<file path="src/rtl/axi_bridge_regslice.sv">
// axi_bridge_regslice: five independent AXI channel register slices (passthrough, 2-entry skid or 1-entry)
module axi_bridge_regslice_slice #(
    parameter int W = 8,
    parameter int MODE = 1
) (
    input  logic         clk,
    input  logic         rst,
    input  logic [W-1:0] in_data,
    input  logic         in_valid,
    output logic         in_ready,
    output logic [W-1:0] out_data,
    output logic         out_valid,
    input  logic         out_ready,
    output logic         busy
);
    typedef enum logic [1:0] {EMPTY, ONE, TWO} state_t;
    if (MODE == 0) begin : g_wire
        assign out_data = in_data;
        assign out_valid = in_valid;
        assign in_ready = out_ready;
        assign busy = 1'b0;
    end else begin : g_reg
        state_t state, state_n;
        logic ready_q;
        logic [W-1:0] out_q, skid_q;
        logic in_hs, out_hs;
        assign in_hs = in_valid && ready_q;
        assign out_hs = out_ready && state != EMPTY;
        // occupancy transitions; the 1-entry slice never reaches TWO because its ready is low in ONE
        always_comb begin
            state_n = state == EMPTY ? (in_hs ? ONE : EMPTY) :
                      state == ONE   ? (in_hs && !out_hs ? TWO : !in_hs && out_hs ? EMPTY : ONE) :
                                       (out_hs ? ONE : TWO);
        end
        // state, registered source ready and payload registers
        always_ff @(posedge clk) begin
            if (rst) begin
                state <= EMPTY;
                ready_q <= 1'b0;
                out_q <= '0;
                skid_q <= '0;
            end else begin
                state <= state_n;
                ready_q <= MODE == 2 ? state_n == EMPTY : state_n != TWO;
                if (in_hs && (state == EMPTY || out_hs))
                    out_q <= in_data;
                else if (state == TWO && out_hs)
                    out_q <= skid_q;
                if (in_hs && state == ONE && !out_hs)
                    skid_q <= in_data;
            end
        end
        assign in_ready = ready_q;
        assign out_valid = state != EMPTY;
        assign out_data = out_q;
        assign busy = state != EMPTY;
    end
endmodule

module axi_bridge_regslice #(
    parameter int C_AXI_ADDR_WIDTH = 32,
    parameter int C_AXI_DATA_WIDTH = 32,
    parameter int C_AW_MODE = 1,
    parameter int C_W_MODE = 1,
    parameter int C_B_MODE = 1,
    parameter int C_AR_MODE = 1,
    parameter int C_R_MODE = 1
) (
    input  logic                          aclk,
    input  logic                          areset,
    input  logic [C_AXI_ADDR_WIDTH-1:0]   s_axi_awaddr,
    input  logic [2:0]                    s_axi_awprot,
    input  logic                          s_axi_awvalid,
    output logic                          s_axi_awready,
    input  logic [C_AXI_DATA_WIDTH-1:0]   s_axi_wdata,
    input  logic [C_AXI_DATA_WIDTH/8-1:0] s_axi_wstrb,
    input  logic                          s_axi_wvalid,
    output logic                          s_axi_wready,
    output logic [1:0]                    s_axi_bresp,
    output logic                          s_axi_bvalid,
    input  logic                          s_axi_bready,
    input  logic [C_AXI_ADDR_WIDTH-1:0]   s_axi_araddr,
    input  logic [2:0]                    s_axi_arprot,
    input  logic                          s_axi_arvalid,
    output logic                          s_axi_arready,
    output logic [C_AXI_DATA_WIDTH-1:0]   s_axi_rdata,
    output logic [1:0]                    s_axi_rresp,
    output logic                          s_axi_rvalid,
    input  logic                          s_axi_rready,
    output logic [C_AXI_ADDR_WIDTH-1:0]   m_axi_awaddr,
    output logic [2:0]                    m_axi_awprot,
    output logic                          m_axi_awvalid,
    input  logic                          m_axi_awready,
    output logic [C_AXI_DATA_WIDTH-1:0]   m_axi_wdata,
    output logic [C_AXI_DATA_WIDTH/8-1:0] m_axi_wstrb,
    output logic                          m_axi_wvalid,
    input  logic                          m_axi_wready,
    input  logic [1:0]                    m_axi_bresp,
    input  logic                          m_axi_bvalid,
    output logic                          m_axi_bready,
    output logic [C_AXI_ADDR_WIDTH-1:0]   m_axi_araddr,
    output logic [2:0]                    m_axi_arprot,
    output logic                          m_axi_arvalid,
    input  logic                          m_axi_arready,
    input  logic [C_AXI_DATA_WIDTH-1:0]   m_axi_rdata,
    input  logic [1:0]                    m_axi_rresp,
    input  logic                          m_axi_rvalid,
    output logic                          m_axi_rready,
    output logic                          idle
);
    localparam int AW = C_AXI_ADDR_WIDTH + 3;
    localparam int WW = C_AXI_DATA_WIDTH + C_AXI_DATA_WIDTH / 8;
    localparam int RW = C_AXI_DATA_WIDTH + 2;
    logic [4:0] busy;
    logic [AW-1:0] aw_out, ar_out;
    logic [WW-1:0] w_out;
    logic [RW-1:0] r_out;
    assign {m_axi_awaddr, m_axi_awprot} = aw_out;
    assign {m_axi_wdata, m_axi_wstrb} = w_out;
    assign {m_axi_araddr, m_axi_arprot} = ar_out;
    assign {s_axi_rdata, s_axi_rresp} = r_out;
    assign idle = ~|busy;
    axi_bridge_regslice_slice #(.W(AW), .MODE(C_AW_MODE)) u_aw (
        .clk(aclk), .rst(areset), .in_data({s_axi_awaddr, s_axi_awprot}), .in_valid(s_axi_awvalid),
        .in_ready(s_axi_awready), .out_data(aw_out), .out_valid(m_axi_awvalid),
        .out_ready(m_axi_awready), .busy(busy[0]));
    axi_bridge_regslice_slice #(.W(WW), .MODE(C_W_MODE)) u_w (
        .clk(aclk), .rst(areset), .in_data({s_axi_wdata, s_axi_wstrb}), .in_valid(s_axi_wvalid),
        .in_ready(s_axi_wready), .out_data(w_out), .out_valid(m_axi_wvalid),
        .out_ready(m_axi_wready), .busy(busy[1]));
    axi_bridge_regslice_slice #(.W(2), .MODE(C_B_MODE)) u_b (
        .clk(aclk), .rst(areset), .in_data(m_axi_bresp), .in_valid(m_axi_bvalid),
        .in_ready(m_axi_bready), .out_data(s_axi_bresp), .out_valid(s_axi_bvalid),
        .out_ready(s_axi_bready), .busy(busy[2]));
    axi_bridge_regslice_slice #(.W(AW), .MODE(C_AR_MODE)) u_ar (
        .clk(aclk), .rst(areset), .in_data({s_axi_araddr, s_axi_arprot}), .in_valid(s_axi_arvalid),
        .in_ready(s_axi_arready), .out_data(ar_out), .out_valid(m_axi_arvalid),
        .out_ready(m_axi_arready), .busy(busy[3]));
    axi_bridge_regslice_slice #(.W(RW), .MODE(C_R_MODE)) u_r (
        .clk(aclk), .rst(areset), .in_data({m_axi_rdata, m_axi_rresp}), .in_valid(m_axi_rvalid),
        .in_ready(m_axi_rready), .out_data(r_out), .out_valid(s_axi_rvalid),
        .out_ready(s_axi_rready), .busy(busy[4]));
endmodule
</file>
<file path="config.mk">
export PLATFORM = sky130hd
export DESIGN_NAME = axi_bridge_regslice
export DESIGN_NICKNAME = d
export VERILOG_FILES = /design/src/rtl/axi_bridge_regslice.sv
export SDC_FILE = /design/constraint.sdc
export NUM_CORES = 1
export LEC_CHECK = 0
export BUFFER_PORTS_ARGS = -buffer_cell sky130_fd_sc_hd__buf_4
export CORE_ASPECT_RATIO = 0.8
export CORE_MARGIN = 4
export CORE_UTILIZATION = 54
export CTS_CLUSTER_DIAMETER = 60
export DETAILED_ROUTE_END_ITERATION = 7
export HOLD_SLACK_MARGIN = 0.02
export MAX_ROUTING_LAYER = met4
export PLACE_DENSITY = 0.8
export SETUP_SLACK_MARGIN = 0.1
export SLEW_MARGIN = 40
export SYNTH_ARGS = -nofsm -noshare
export SYNTH_HDL_FRONTEND = slang
export SYNTH_HIERARCHICAL = 1
export SYNTH_SLANG_ARGS = --single-unit
</file>
<file path="constraint.sdc">
create_clock -name aclk -period 1.9 [get_ports aclk]
set_input_delay 0.285 -clock aclk [delete_from_list [all_inputs] [get_ports aclk]]
set_output_delay 0.285 -clock aclk [all_outputs]
set_load 0.01 [all_outputs]
</file>
# == Word level (Yosys, flattened, before mapping) ==
# Cells that the tools add are included.
# totals
wordCells,147
input_bits,154
out_inout_bits,153
ff_bits,299
# classes
mux,40
reduce_logical,72
eq_ne,15
# op_table
op,count
$mux 35,4
$mux 36,2
$mux 34,2
$mux 2,22
$logic_and 1x1->1,40
$reduce_bool 2->1,10
$logic_not 1->1,11
$eq 2x1->1 const B,5
$eq 2x2->1 const B,5
$logic_not 2->1,5
$mux 1,10
$ne 2x2->1 const B,5
$logic_or 1x1->1,5
$reduce_or 5->1,1

# == Longest topological paths before layout ==
# Gate-level depths: netlist of the first run.
# logic_depth
ltp_word,8
mapped_depth,8
ltp_nobuf,6

# == Cells and area by module ==
# The synthesis of the first run kept the hierarchy.
# by_module_without_submodules
module,seq_area_each_um2,area_per_inst_um2,instances,cells_per_inst
axi_bridge_regslice_slice at u_ar ...,1461.4,3274.4,2,381
axi_bridge_regslice_slice at u_w,1501.4,3350.7,1,391
axi_bridge_regslice_slice at u_r,1421.4,3189.3,1,371
axi_bridge_regslice_slice at u_b,140.1,374.1,1,41
axi_bridge_regslice,0.0,11.3,1,2

# == Worst setup path before layout of the first run ==
# OpenSTA, ideal clock, no wires.
# synth_timing
path_kind,flip-flop to flip-flop
startpoint,register u_w.g_reg.ready_q (netlist: u_w/in_ready)
endpoint,register u_w.g_reg.state[0]
t_arrival_ns,1.620
slack_ns,0.166
stages_incl_launch_ff,9
path_buffers,2
required_ns,1.785
setup_ns,0.115
period_less_slack_ns,1.734
cell_sequence,dfxtp_1 > nand2_1 > clkbuf_1 > buf_1 > inv_1 > ha_1 > nand2_1 > o21ai_0 > o21a_1
# synth_between
elab_chain_cells,7
word_cells_on_any_way,9
cone_classes,mux (5); reduce/logical (4)
# synth_lines
item,line_no,text
start: declaration,24,logic ready_q;
start signal: assignment,39,ready_q <= 1'b0;
start signal: assignment,44,ready_q <= MODE == 2 ? state_n == EMPTY : state_n != TWO;
$logic_and 1x1->1 (*),27,assign in_hs = in_valid && ready_q;
$logic_not 1->1,32,state == ONE ? (in_hs && !out_hs ? TWO : !in_hs && out_hs ? EMPTY : ONE) :
$logic_and 1x1->1,32,
$mux 1,32,
$mux 2 (2 in series),32,
$mux 2 (*),31,state_n = state == EMPTY ? (in_hs ? ONE : EMPTY) :
end signal: assignment,43,state <= state_n;
end: declaration,23,"state_t state, state_n;"
# Mark *: on every way between the ends. The rest lies on a longest branch, timed or not.
# A chain may end at the register's enable or synchronous reset.

# == Final worst setup path of the first run ==
# layout_timing
startpoint,register u_aw.g_reg.state[1]
endpoint,output port idle
# layout_between
elab_chain_cells,3
# layout_lines
item,line_no,text
start: declaration,23,
start signal: assignment,43,
$reduce_bool 2->1,56,assign busy = state != EMPTY;
$reduce_or 5->1,122,assign idle = ~|busy;
$logic_not 1->1,122,
end: declaration,109,output logic idle
# No other way between the ends.

==> metrics, run 1 <==
H-tree levels=1; simple-gate portion of the synthesized area=about a fifth; Die Span X=around 180 µm; WL final=roughly 43000 µm; worst stage delay on the critical path=0.53 ns; clk slew on worst S/H paths=roughly 0.060 ns; post-route cell area=approximately 18000 µm²; remaining global-route overflow=0; Startpoint Class=flip-flop; # setup viols final=1; Critical Path Stages=4; Pins Over Slew Limit=0; synth warn=6; maximum root-to-sink buffer count=3; WHS Path Cells=3; flops & latches, synth=about 300; Synth Area in Adders=less than 1%; final worst path period share=114%; Mapped Area=~13000 µm²; Num CTS Buffers=30; Crit-path slowest cell=or4_4; critical path data arrival time=roughly 1.9 ns; xor/xnor cell area share of the yosys netlist=0%; placed instance area=~16000 µm²; CTS tree=done; R2R Setup Slk=0.27 ns; hold path start=s_axi_wdata[2]; R2R Path End=u_ar/g_reg.skid_q[3]; Hold Path Class=in -> reg; Mapped Cells=between 1500 and 2000; syn_nets=roughly 1700; Via Count=13900; Setup Crit Path Kind=reg -> out; die span in y=between 100 and 150 µm; most used flip-flop cell after synthesis=dfxtp_1; WL per Instance=about 19 µm; Worst VDD drop=around 0.59 mV; Reg2Reg Depth=5; vias in the first global route=13700; ranking of synthesized cells by area=dfxtp_1 (44%), a311oi_2 (13%), nand2_1 (8.4%), a21oi_1 (5.6%), o21ai_0 (5.4%); RSZ-0062 raised after global routing=true; drt first pass iters=5; critical path peak fanout=3; starting density of the core=a little under three fifths; largest net degree at the start of global routing=53; Core ar.=between 20000 and 25000 µm²; MaxCap Viol Count=0; post-route ant nets=0; Synth top area share=44.4%; Worst-Margin Slew=roughly 0.58 ns; final hold slack=between 0.03 and 0.04 ns; Area growth syn-to-layout=36.0%; synth unique cells=35; max frequency=461 MHz; dominant cell type by area after synthesis=dfxtp_1; DR DRC count=0; number of fillers in the final layout=about 1600; CP Buf/Inv Count=1; drt via density=about 6; crit path launch=u_aw/g_reg.state[1]; post-detail-place hpwl=25900 µm; CTS Root Cell=clkbuf_16; # nets final=2107; first-pass GRT wire length=around 70000 µm; num rows=51; delay-heaviest family, CP=simple AND/OR/NAND/NOR gates; slew margin rel.=61.2%; GPL Wtd Cong=0.858; Async SR Flop Fraction=0%; Commonest cells post-synth=nand2_1 (300), dfxtp_1 (299), a21oi_1 (150); I/O pin count=307; antenna violations before repair=2; area occupied by multi-input gates=between 6000 and 7000 µm²; Reg area=5990 µm²; drt first-iter violations=around 1500; CP required=1.62 ns; failing checks=setup timing; synthesized area per cell=between 8 and 9 µm²; main combinational cell family by area after synthesis=compound AO/OA/AOI/OAI gates; Clock Latency Late Sink=0.55 ns; clk_skew=between 0.009 and 0.01 ns; RR Startpoint=u_ar/g_reg.state[1]; multiplexer share of the synthesized area=0.149%; Hold Vio Cnt, Final=0; Worst Setup End Kind=output port; # port buffers=a little over 300; setup ws final=-0.269 ns; status=finished with violations; Placed Instances=2101; GR Util All Layers=30.6%; Sink Count=299; Post-synth EDFFs=0; Leak=roughly 0.0067 µW; CP Cell Sequence=or2_4 > or4_4 > nor2_1 > buf_4; layout cells sized above 1=between 20% and 30%; Die Footprint=between 20000 and 30000 µm²; most common cell in the netlist=nand2_1; Worst Hold End=u_w/g_reg.skid_q[6]; Synth Area in Compound Gates=26.9%; Final Non-Filler Cells=around 2300; pwr dens=between 800 and 900 nW/µm²; post-route minimum period=about 2.2 ns; register area share after synthesis=between 40 and 50%
## worst reg2reg max path, delay by kind of cell (launching register included)
| kind | cells | cell delay, ns |
|---|---|---|
| buf+inv | 2 | 0.49 |
| compound gates | 2 | 0.39 |
| simple gates | 1 | 0.33 |
| flops | 1 | 0.31 |
## where the power goes
group	internal [µW]	switching (µW)
Clock	3300	2450
Sequential	6550	187
Combinational	1150	1230
## layer usage
metal	vias to the layer above	wire, µm	global-route usage [%]
li1	6412	-	-
met2	765	20500	49.0
met1	6582	17100	39.6
met5	-	0	-
met3	115	3530	4.56
met4	0	1540	11.2
## what timing repair did
action | CTS | global route
endpoints found under the hold margin | 133 | 0
setup buffers | 0 | 0
resized for setup | 4 | 0
pin swaps | 0 | 0
setup endpoints to repair | 1 | 1
hold buffers | 133 | 0
## logic make-up (layout without fill, tap and decap cells)
family                     Yosys count  after routing
and+or+nand+nor                    622            622
AOI/OAI and AO/OA                  454            454
DFF                                299            299
buffers and inverters              185            587
adders and majority gates            5              5
muxes                                2              2
other                                0              2
## area by class of cell
cell class | instances | area share, %
Clock buffer | 43 | 4.75
Antenna cell | 2 | 0.0273
Tap cell | 318 | 2.17
Inverter | 12 | 0.246
Timing Repair Buffer | 522 | 23.9
Sequential cell | 299 | 32.7
Multi-Input combinational cell | 1083 | 35.8
Clock inverter | 10 | 0.430
## flip-flops by register name, indices dropped and copies added (netlist names)
| name | count |
|---|---|
| u_ar/g_reg.skid_q | 35 |
| u_ar/g_reg.state | 2 |
| u_ar/in_ready | 1 |
| u_ar/out_data | 35 |
| u_aw/g_reg.skid_q | 35 |
| u_aw/g_reg.state | 2 |
| u_aw/in_ready | 1 |
| u_aw/out_data | 35 |
| u_b/g_reg.skid_q | 2 |
| u_b/g_reg.state | 2 |
| u_b/in_ready | 1 |
| u_b/out_data | 2 |
| u_r/g_reg.skid_q | 34 |
| u_r/g_reg.state | 2 |
| u_r/in_ready | 1 |
| u_r/out_data | 34 |
| u_w/g_reg.skid_q | 36 |
| u_w/g_reg.state | 2 |
| u_w/in_ready | 1 |
| u_w/out_data | 36 |
## per-stage QoR
stage	total power (µW)	TNS (ns)	util, %	setup WS, ns
2_1_floorplan	7970	0	-	0.166
3_3_place_gp	8920	0	65.6	0.191
3_5_place_dp	8960	0	65.6	0.202
4_1_cts	14900	-0.295	75.0	-0.295
5_1_grt	15400	-0.327	75.0	-0.327
6_report	14900	-0.269	75.0	-0.269
## cell usage in the layout (no fill, tap or decap), types with 2 or more instances in the layout
cell type / synthesis / layout
a21oi_1: 150 / 150
o21ai_0: 145 / 145
and3b_1: 4 / 4
nand3_1: 143 / 143
o21ba_1: 4 / 4
clkbuf_1: 106 / 7
or2_1: 4 / 4
ha_1: 5 / 5
buf_12: 0 / 10
a311oi_1: 20 / 20
nor3_1: 140 / 140
o21a_1: 10 / 10
nand2_1: 300 / 300
nand2b_1: 4 / 4
inv_2: 2 / 2
clkbuf_8: 0 / 5
and4b_1: 4 / 4
mux2i_1: 2 / 2
clkbuf_16: 0 / 31
nor2_1: 2 / 2
clkinv_2: 0 / 8
dfxtp_1: 299 / 299
dlygate4sd3_1: 0 / 133
inv_1: 9 / 9
buf_4: 10 / 378
o221ai_2: 2 / 2
diode_2: 0 / 2
nand3b_1: 10 / 10
nand4b_1: 4 / 4
or2_4: 1 / 4
a311oi_2: 120 / 120
## worst max path at each step
stage | endpoint | slack (ns)
final | idle | -0.27
after global routing | idle | -0.33
after global placement | idle | 0.19
after floorplan | u_w/g_reg.state[0] | 0.17
after CTS | idle | -0.30
after detailed placement | idle | 0.20
Note: power is estimated with default switching activity, not from simulation.
==> run 2: changes to the inputs <==
Settings changed: ABC_AREA from default to 1, CORE_UTILIZATION 54 to 55, PLACE_DENSITY 0.8 to 0.81.
==> run 2 against run 1 <==
Against the previous run:
- final area grew 1.6%
- maximum frequency grew 21%
- highest routed layer unchanged
- critical path depth grew 2
- the run now ends clean
- critical endpoint unchanged
- die area grew 2.3%
==> metrics, run 2 <==
Num CTS Buffers=30; antenna violations before repair=2; Hold Vio Cnt, Final=0; Clock Latency Late Sink=approximately 0.55 ns; WHS Path Cells=3; max frequency=556 MHz; most used flip-flop cell after synthesis=dfxtp_1; WL per Instance=15.6 µm; GR Util All Layers=between 20% and 30%; final core area utilization=between 70% and 80%; CP Cell Sequence=nor2_4 > inv_4 > nor2_4 > nand2_2 > nor2_4 > buf_6; Worst-Margin Slew=0.702 ns; Async SR Flop Fraction=0%; status=finished, final reports clean; H-tree levels=1; WL final=42600 µm; Synth top area share=between 40 and 50%; number of fillers in the final layout=1860; Worst VDD drop=between 0.6 and 0.7 mV; register area share after synthesis=around 43%; syn_nets=~2200; most common cell in the netlist=nand2_1; commonest non-fill, non-tap cell in the layout=nand2_1; clk slew on worst S/H paths=about 0.060 ns; clk_skew=0.00947 ns; remaining global-route overflow=0; Via Count=about 15000; num rows=between 50 and 60; # setup viols final=0; Post-synth EDFFs=0; synth warn=6; critical path data arrival time=around 1.5 ns; vias in the first global route=between 10000 and 15000; Area growth syn-to-layout=32.5%; hold path start=s_axi_awaddr[30]; Leak=slightly below 0.009 µW; final worst path period share=between 90% and 100%; drt first pass iters=5; drt via density=~5.3; GPL Wtd Cong=just over 0.8; Startpoint Class=flip-flop; I/O pin count=slightly above 300; layout cells sized above 1=between 20% and 30%; synth unique cells=34; maximum root-to-sink buffer count=3; pwr dens=between 800 and 900 nW/µm²; Setup Crit Path Kind=reg -> out; post-route ant nets=0; first-pass GRT wire length=68200 µm; Worst Setup End Kind=output port; R2R Path End=u_ar/g_reg.skid_q[23]; Final Non-Filler Cells=2729; CTS Root Cell=clkbuf_16; R2R Setup Slk=around 0.27 ns; post-detail-place hpwl=approximately 26000 µm; RSZ-0062 raised after global routing=true; Mapped Cells=1996; largest net degree at the start of global routing=69; die span in y=~150 µm; flops & latches, synth=299; crit-path most repeated cell=nor2_4; Crit-path slowest cell=dfxtp_4; # nets final=between 2000 and 3000; DR DRC count=0; MaxCap Viol Count=0; starting density of the core=a little under three fifths; CP required=roughly 1.6 ns; Sink Count=between 200 and 300; CTS tree=done; Core ar.=roughly 25000 µm²; setup TNS=0 ns; Pins Over Slew Limit=0; worst stage delay on the critical path=between 0.3 and 0.4 ns; # port buffers=between 300 and 400; slew margin rel.=53.1%; Reg2Reg Depth=7; RR Startpoint=u_ar/g_reg.state[0]; drt first-iter violations=between 1000 and 1500; critical path peak fanout=3; dominant cell type by area after synthesis=dfxtp_1; post-route minimum period=1.80 ns; Die Span X=187 µm; ranking of synthesized cells by area=dfxtp_1 (43%), nand2_1 (12%), nand3_1 (9.3%), nor2_1 (7.8%), inv_1 (4.6%); Commonest cells post-synth=nand2_1 (463), dfxtp_1 (299), nor2_1 (293); Die Footprint=about 28000 µm²; Mapped Area=roughly 14000 µm²; synthesized area per cell=between 7 and 8 µm²; most frequent cells in the layout=nand2_1 (462), buf_4 (356), dfxtp_1 (289), nor2_1 (286), nand3_1 (261); Placed Instances=roughly 2500; Worst Hold End=u_aw/g_reg.skid_q[33]; Hold Path Class=in -> reg
==> run 2: cell types whose count changed after synthesis, moves of 29 or more <==
cell      before  now
nand2_1      300  463
o21ai_1        0   39
nand3_1      143  261
inv_1          9  171
clkbuf_1     106   45
o21ai_0      145  103
nor3_1       140    0
nor2_1         2  293
a21oi_1      150  111
nand3_2        0   29
a311oi_2     120    0
a21oi_2        0   38
==> run 2: worst max-delay path, delay by kind of cell, from the launching register on <==
kind / cells / cell delay (ns)
simple gates: 4 / 0.42
flops: 1 / 0.35
buf+inv: 2 / 0.18
==> run 2: report_power, final <==
group	leakage [µW]	switching [µW]	internal [µW]	total, µW
clock network	0.000490	2480	3560	6040
registers	0.00245	267	6660	6930
logic	0.00571	1660	1370	3040
total	0.00864	4420	11600	16000
==> run 2: cells by family after synthesis <==
kind of cell / Yosys count / share of synthesized area [%]
AND/OR/NAND/NOR: 1068 / 33.1
buffers and inverters: 323 / 11.7
AO/OA/AOI/OAI: 301 / 12.2
adder cells (fa/ha/maj): 5 / 0.445
flip-flops: 299 / 42.6
==> run 2: per-layer routing <==
metal	track usage, %	wire, µm	share of wire (%)
met1	36.9	17500	41
met2	49.3	20500	48
met3	4.86	3420	8.0
met4	8.50	1250	2.9
met5	-	0	0
==> run 2: stage by stage <==
step / setup slack (ns) / hold slack, ns / power (µW) / area (µm²)
6_report: 0.101 / 0.0398 / 16000 / 18600
2_1_floorplan: 0.380 / 0.354 / 8610 / 14000
3_3_place_gp: 0.311 / 0.455 / 9660 / 16200
4_1_cts: 0.0140 / 0.0213 / 16000 / 18500
5_1_grt: 0.0508 / 0.0228 / 16600 / 18600
3_5_place_dp: 0.245 / 0.459 / 9730 / 16200
==> run 2: repair_timing <==
item / 4_1_cts / 5_1_grt
pin swaps: 4 / 4
gates resized for setup: 16 / 20
buffers inserted: 5 / 4
endpoints found under the setup margin: 1 / 2
hold buffers: 131 / 0
endpoints found under the hold margin: 137 / 0
==> run 2: area by class of cell <==
type                            count  area, µm²  share of cell area (%)
Timing Repair Buffer              490       4030                    21.6
Antenna cell                        2       5.00                  0.0269
Sequential cell                   299       6010                    32.3
Clock buffer                       46        872                    4.69
Clock inverter                      9        124                   0.666
Tap cell                          324        405                    2.18
Inverter                          185        706                    3.79
Multi-Input combinational cell   1374       6460                    34.7
==> run 2: worst max-delay path by stage <==
stage	startpoint	cells after the start	endpoint
2_1_floorplan	u_ar/in_ready	9	u_ar/in_ready
3_3_place_gp	s_axi_arvalid	7	u_ar/g_reg.skid_q[21]
3_5_place_dp	s_axi_arvalid	7	u_ar/g_reg.skid_q[23]
4_1_cts	u_r/g_reg.state[1]	6	idle
5_1_grt	u_ar/g_reg.state[0]	6	idle
6_report	u_ar/g_reg.state[0]	6	idle
